$ cat src/rtl/log2_fixed_seq.sv
// Sequential fixed-point log2 with optional per-octave scaling.
// Integer part from leading-one, fraction bits by iterative squaring.
module log2_fixed_seq #(
  parameter int IN_WIDTH    = 32,
  parameter int FRAC_BITS   = 4,
  parameter int OUT_WIDTH   = 8,
  parameter int SCALE       = 6,
  parameter int SCALE_WIDTH = 8
) (
  input  logic                 clk,
  input  logic                 rst_n,
  input  logic [IN_WIDTH-1:0]  number_i,
  input  logic                 mode_i,
  input  logic                 valid_i,
  output logic                 ready_o,
  output logic [OUT_WIDTH-1:0] log_o,
  output logic                 zero_o,
  output logic                 sat_o,
  output logic                 valid_o,
  input  logic                 ready_i
);

  localparam int W  = IN_WIDTH;
  localparam int EW = (W > 1) ? $clog2(W) : 1;
  localparam int FW = (FRAC_BITS > 0) ? FRAC_BITS : 1;
  localparam int LW = EW + FRAC_BITS;
  localparam int PW = LW + SCALE_WIDTH;
  localparam int CW = ((PW > OUT_WIDTH) ? PW : OUT_WIDTH) + 1;
  localparam int NW = $clog2(FW + 1);
  localparam logic [NW-1:0] LAST =
    NW'((FRAC_BITS > 0) ? FRAC_BITS - 1 : 0);

  typedef enum logic [2:0] {
    S_IDLE,
    S_NORM,
    S_FRAC,
    S_SCALE,
    S_DONE
  } state_t;

  state_t r_state;
  state_t w_next;

  logic [W-1:0]         r_num;
  logic                 r_mode;
  logic [W-1:0]         r_mant;
  logic [EW-1:0]        r_exp;
  logic [FW-1:0]        r_frac;
  logic [NW-1:0]        r_cnt;
  logic                 r_zero;
  logic                 r_ready;
  logic [OUT_WIDTH-1:0] r_log;
  logic                 r_zero_o;
  logic                 r_sat;

  logic [EW-1:0]  w_exp;
  logic [W-1:0]   w_mant;
  logic [2*W-1:0] w_sq;
  logic [W-1:0]   w_mnext;
  logic           w_bit;
  logic [LW-1:0]  w_l;
  logic [PW-1:0]  w_prod;
  logic [CW-1:0]  w_res;
  logic [CW-1:0]  w_max;
  logic           w_sat;
  logic           w_unused;

  always_comb begin
    w_exp = '0;
    for (int i = 0; i < W; i++) begin
      if (r_num[i]) w_exp = EW'(i);
    end
  end

  assign w_mant  = r_num << (EW'(W - 1) - w_exp);
  assign w_sq    = {{W{1'b0}}, r_mant} * {{W{1'b0}}, r_mant};
  assign w_bit   = w_sq[2*W-1] & ~r_zero;
  assign w_mnext = w_sq[2*W-1] ? w_sq[2*W-1:W] : w_sq[2*W-2:W-1];
  assign w_unused = ^w_sq[W-2:0];

  // L = E*2^FRAC_BITS + F, then optional octave scaling with floor
  assign w_l    = (LW'(r_exp) << FRAC_BITS) | LW'(r_frac);
  assign w_prod = PW'(w_l) * PW'(SCALE);
  assign w_res  = r_mode ? CW'(w_l) : CW'(w_prod >> FRAC_BITS);
  assign w_max  = (CW'(1) << OUT_WIDTH) - CW'(1);
  assign w_sat  = (w_res > w_max);

  always_comb begin
    w_next = r_state;
    unique case (r_state)
      S_IDLE:  if (valid_i && r_ready) w_next = S_NORM;
      S_NORM:  w_next = (FRAC_BITS > 0) ? S_FRAC : S_SCALE;
      S_FRAC:  if (r_cnt == LAST) w_next = S_SCALE;
      S_SCALE: w_next = S_DONE;
      S_DONE:  if (ready_i) w_next = S_IDLE;
      default: w_next = S_IDLE;
    endcase
  end

  always_ff @(posedge clk) begin
    if (!rst_n) begin
      r_state  <= S_IDLE;
      r_ready  <= 1'b0;
      r_num    <= '0;
      r_mode   <= 1'b0;
      r_mant   <= '0;
      r_exp    <= '0;
      r_frac   <= '0;
      r_cnt    <= '0;
      r_zero   <= 1'b0;
      r_log    <= '0;
      r_zero_o <= 1'b0;
      r_sat    <= 1'b0;
    end else begin
      r_state <= w_next;
      r_ready <= (w_next == S_IDLE);
      unique case (r_state)
        S_IDLE: begin
          if (valid_i && r_ready) begin
            r_num  <= number_i;
            r_mode <= mode_i;
          end
        end
        S_NORM: begin
          r_exp  <= w_exp;
          r_mant <= w_mant;
          r_zero <= (r_num == '0);
          r_frac <= '0;
          r_cnt  <= '0;
        end
        S_FRAC: begin
          r_mant <= w_mnext;
          r_frac <= (r_frac << 1) | FW'(w_bit);
          r_cnt  <= r_cnt + NW'(1);
        end
        S_SCALE: begin
          r_log    <= w_sat ? '1 : w_res[OUT_WIDTH-1:0];
          r_zero_o <= r_zero;
          r_sat    <= w_sat;
        end
        default: ;
      endcase
    end
  end

  assign ready_o = r_ready;
  assign valid_o = (r_state == S_DONE);
  assign log_o   = r_log;
  assign zero_o  = r_zero_o;
  assign sat_o   = r_sat;

endmodule

$ cat config.mk
export PLATFORM = sky130hd
export DESIGN_NAME = log2_fixed_seq
export DESIGN_NICKNAME = d
export VERILOG_FILES = /design/src/rtl/log2_fixed_seq.sv
export SDC_FILE = /design/constraint.sdc
export NUM_CORES = 2
export LEC_CHECK = 0
export CAP_MARGIN = 30
export CORE_AREA = 10 10 212 295
export CTS_CLUSTER_DIAMETER = 80
export DETAILED_ROUTE_END_ITERATION = 10
export DIE_AREA = 0 0 222 305
export PLACE_DENSITY_LB_ADDON = 0.15
export SLEW_MARGIN = 20
export SYNTH_ARGS = -nofsm -noshare
export SYNTH_HDL_FRONTEND = slang
export SYNTH_SLANG_ARGS = --single-unit
$ cat constraint.sdc
create_clock -name clk -period 7.5 [get_ports clk]
set_input_delay 1.5 -clock clk [delete_from_list [all_inputs] [get_ports clk]]
set_output_delay 1.5 -clock clk [all_outputs]
set_load 0.01 [all_outputs]
# After elaboration in Yosys (flattened, before gate mapping)
# Cells that the tools add are included.
[totals]
in_bits = 37
output_inout_bits = 12
regBits = 92
[classes]
magnitude_cmp = 1
multipliers = 2
eq_ne = 5
n_shift = 1
n_addsub = 2
reduce_logical = 6
bitwise = 4
mux = 41
[op_table]
columns = ["cell", "count"]
rows = [
  ["$mux W5", 27],
  ["$mul A32 B32 Y64", 1],
  ["$pmux W32 S2", 1],
  ["$logic_not A32 Y1", 1],
  ["$mux W32", 1],
  ["$shl A32 B5 Y32", 1],
  ["$pmux W3 S5", 1],
  ["$mux W3", 4],
  ["$mul A9 B2 Y11 const B", 1],
  ["$eq A3 B2 Y1 const B", 3],
  ["$gt A9 B8 Y1 const B", 1],
  ["$mux W9", 1],
  ["$or A9 B4 Y9", 1],
  ["$mux W8", 1],
  ["$pmux W4 S2", 1],
  ["$logic_not A3 Y1", 2],
  ["$pmux W3 S2", 1],
  ["$sub A5 B5 Y5 const A", 1],
  ["$mux W2", 2],
  ["$or A4 B1 Y4", 1],
  ["$add A3 B1 Y3 const B", 1],
  ["$eq A3 B1 Y1 const B", 1],
  ["$eq A3 B3 Y1 const B", 1],
  ["$reduce_and A2 Y1", 1],
  ["other kinds (5)", 5],
]

# Longest topological paths before layout
[depth]
depth_word = 34
depth_mapped = 31

# Least setup slack after synthesis
# Ideal clock, no wire load.
[synth_timing]
kind = "reg-to-reg"
from = "register r_mant[4]"
to = "register r_mant[4]"
synth_period_minus_slack_ns = 7.790
n_path_buf = 2
slack_ns = -0.290
stages_incl_launch_ff = 27
arrival_time_ns = 7.668
setup_time_ns = 0.122
path_cell_list = "dfxtp_1 -> clkbuf_1 -> clkbuf_1 -> and2_1 -> inv_1 -> fa_1 -> fa_1 -> inv_1 -> fa_1 -> inv_1 -> fa_1 -> inv_1 -> fa_1 -> fa_1 -> fa_1 -> fa_1 -> ha_1 -> a21oi_2 -> o21bai_1 -> a2111oi_0 -> o221ai_1 -> o21ai_2 -> a21oi_4 -> a21oi_4 -> xor2_2 -> mux2_1 -> a221o_1"
[synth_between]
elab_chain_cells = 3
[synth_lines]
columns = ["element", "line", "rtl"]
rows = [
  ["start, declared", "46", "logic [W-1:0] r_mant;"],
  ["start signal, assigned", "126", "r_mant <= w_mant;"],
  ["start signal, assigned", "132", "r_mant <= w_mnext;"],
  ["$mul A32 B32 Y64", "76", "assign w_sq = {{W{1'b0}}, r_mant} * {{W{1'b0}}, r_mant};"],
  ["$mux W32", "78", "assign w_mnext = w_sq[2*W-1] ? w_sq[2*W-1:W] : w_sq[2*W-2:W-1];"],
  ["$pmux W32 S2", "117", "unique case (r_state)"],
]
# No other way between the ends.
# A chain may end at the register's enable or synchronous reset.

# Final worst setup path
[layout_timing]
from = "register r_mant[7]"
to = "register r_mant[2]"
# Same word-level chain as after synthesis.

==> results.json <==
{
  "final_design_area_no_fill_um2": 41500,
  "rows": 104,
  "finalWorstSetupSlack_ns": -0.387,
  "p_total_mw": 3.48,
  "dp_slack_ns": -0.640,
  "power_density_nw_per_um2": 83.7,
  "dpl.hpwl_um": 87900,
  "clk_latency_ns": 0.36,
  "crit_fanout": 8,
  "hold_viol": 0,
  "ys_ff_latch": 92,
  "cts_htree_levels": 3,
  "worstSetupStartpointType": "register",
  "synthesis.nets": 4929,
  "vias": 27900,
  "yosysUniqueCellTypes": 82,
  "grt_pass1_wl_um": 164000,
  "syn-instance-count": 3793,
  "rsz0062_at_grt": "true",
  "start_util_pct": 60.4,
  "synth.most_common_cell": "inv_1",
  "status": "finished with violations",
  "portBuffers": 48,
  "worstMarginPinSlew_ns": 1.02,
  "postPlaceCellArea_um2": 39400,
  "numClockSinks": 92,
  "violations": "setup timing",
  "coreArea_um2": 57000,
  "cts_made_buffers": 9,
  "fin_crit_sh_pct": 105,
  "ys_seq_area_share_pct": 5.35,
  "synth_edf_count": 0,
  "worst-path-buf-inv": 7,
  "drtPass1Iterations": 5,
  "clock_path_buffers": 2,
  "cts_tree": "done",
  "synthTopCellsByCount": "inv_1, fa_1, nand2_1, ha_1, and2_1",
  "track_usage_pct": 31.0,
  "cp_slowest_cell": "fa_1",
  "seqPwrFrac_pct": 16.7,
  "drtIter0Drc": 1525,
  "clockRootBuffer": "clkbuf_16",
  "finalSetupViolCount": 33,
  "slowest_delay_ns": 0.60,
  "worstPathArrival_ns": 8.08,
  "synth_flop_cell": "dfxtp_1",
  "final_cells": 5013,
  "path_delay_family": "adder cells",
  "cp-end-kind": "register",
  "final_core_util_pct": 72.9,
  "finalNetCount": 5400,
  "netlist.area_leader.share_pct": 46.0,
  "synth_warnings": 0,
  "maxCapViolCount": 0,
  "fmax_mhz": 127,
  "crit_top_cell": "fa_1",
  "synth_area_per_cell_um2": 9.07,
  "die_x_um": 222,
  "cp.required_ns": 7.70,
  "post-route-min-period_ns": 7.89,
  "maxSlewViolCount": 0,
  "gr-total-overflow": 0,
  "maxSlewHeadroom_pct": 31.5,
  "p_sw_share_pct": 47.9,
  "skew_ns": 0.00923,
  "drive_gt1_share_pct": 19.0,
  "grt_pass1_vias": 31200,
  "setup_tns_ns": -8.34,
  "die_height_um": 305,
  "gp_congestion": 1.04,
  "ir_worst_vdd_uv": 148,
  "antenna_left": 0,
  "comb_power_share_pct": 68.6,
  "placed_cells": 4935,
  "power.leakage_nw": 22.7,
  "ioPinCount": 49,
  "grt_max_degree": 64,
  "async_reset_ff_share_pct": 0,
  "hp-class": "reg -> reg",
  "ys_top_cells_by_area": "fa_1, ha_1, inv_1, dfxtp_1, nand2_1",
  "finalWirelength_um": 105000,
  "viasPerCell": 5.57,
  "area_growth_syn_to_layout_pct": 20.7,
  "holdWs_ns": 0.459,
  "synth_top_cell_by_area": "fa_1",
  "die-area_um2": 67700,
  "clkPwrFrac_pct": 14.7,
  "p_int_mw": 1.81,
  "drcViolationCount": 0,
  "wl_per_cell_um": 20.9,
  "p_switching_mw": 1.67,
  "critPathKind": "reg -> reg",
  "syn-cell-area_um2": 34400,
  "antenna_found_initial": 2,
  "clkTransAtPathRegs_ns": 0.07
}
## metal layers
metal	wire [µm]	GRT usage, %	part of all wire (%)	vias up
met4	9490	22.3	9.1	0
met3	5480	3.60	5.2	443
li1	-	-	-	12400
met2	55600	57.4	53	1014
met1	34200	31.6	33	14000
met5	0	0	0	-
## registers in the layout, summed over array words and instances (netlist names), 3 cells and up
register  cells
r_cnt         3
r_state       3
r_num        32
log_o         8
r_frac        4
r_mant       32
r_exp         5
## final timing paths
kind	to	depth (start not counted)	slack (ns)	start
setup / recovery	r_mant[2]	27	-0.39	r_mant[7]
hold / removal	zero_o	2	0.46	zero_o
setup reg to reg	r_mant[2]	27	-0.39	r_mant[7]
hold reg to reg	zero_o	2	0.46	zero_o
## area by class of cell
| class | count | area, µm² |
|---|---|---|
| antenna | 2 | 5.00 |
| tap | 742 | 928 |
| timing repair buffer | 618 | 5520 |
| multi-input combinational | 2558 | 29200 |
| clock buffer | 9 | 225 |
| clock inverter | 7 | 97.6 |
| inverter | 985 | 3700 |
| sequential | 92 | 1910 |
| fill | 4340 | 15500 |
## power by group through the flow
stage	sequential, mW	clock (mW)	combinational (mW)
after global placement	0.579	0	2.11
final	0.581	0.510	2.38
after detailed placement	0.581	0	2.14
after floorplan	0.559	0	1.30
after CTS	0.574	0.512	2.24
after global routing	0.583	0.530	2.58
## cells in the final DEF, fill, tap and decap left out, types with 14 or more instances in the layout
cell type	n
a21o_1	29
a21oi_1	108
a31o_2	14
and2_1	223
buf_12	35
buf_4	483
buf_6	36
clkbuf_16	14
clkdlybuf4s50_1	48
dfxtp_1	69
dfxtp_4	14
fa_1	761
fa_2	30
ha_1	286
ha_4	19
inv_1	971
mux2i_1	80
nand2_1	400
nand3_1	27
nor2_1	99
nor3_1	22
o211ai_1	16
o21ai_0	45
o21bai_1	14
xnor2_1	29
xor2_1	37
## logic make-up after synthesis
kind of cell,after synthesis,share of synthesized area [%]
AND/OR/NAND/NOR,894,12.3
flip-flops,92,5.35
XOR/XNOR,76,1.98
buffers and inverters,1143,12.6
adder cells (fa/ha/maj),1099,57.2
AO/OA/AOI/OAI,399,7.91
multiplexers,90,2.67
## worst min-delay path, cell delays in order, from the launching register on
cell	delay [ns]
dfxtp_1	0.31
nand2_1	0.05
a21oi_1	0.05
## timing repair
item | 4_1_cts | 5_1_grt
hold buffers | 0 | 0
gates cloned | 2 | 5
setup buffers | 32 | 24
pin swaps | 46 | 102
endpoints found under the hold margin | 0 | 0
resized for setup | 139 | 155
setup endpoints to repair | 33 | 33
Power figures use the tool's default switching activity.
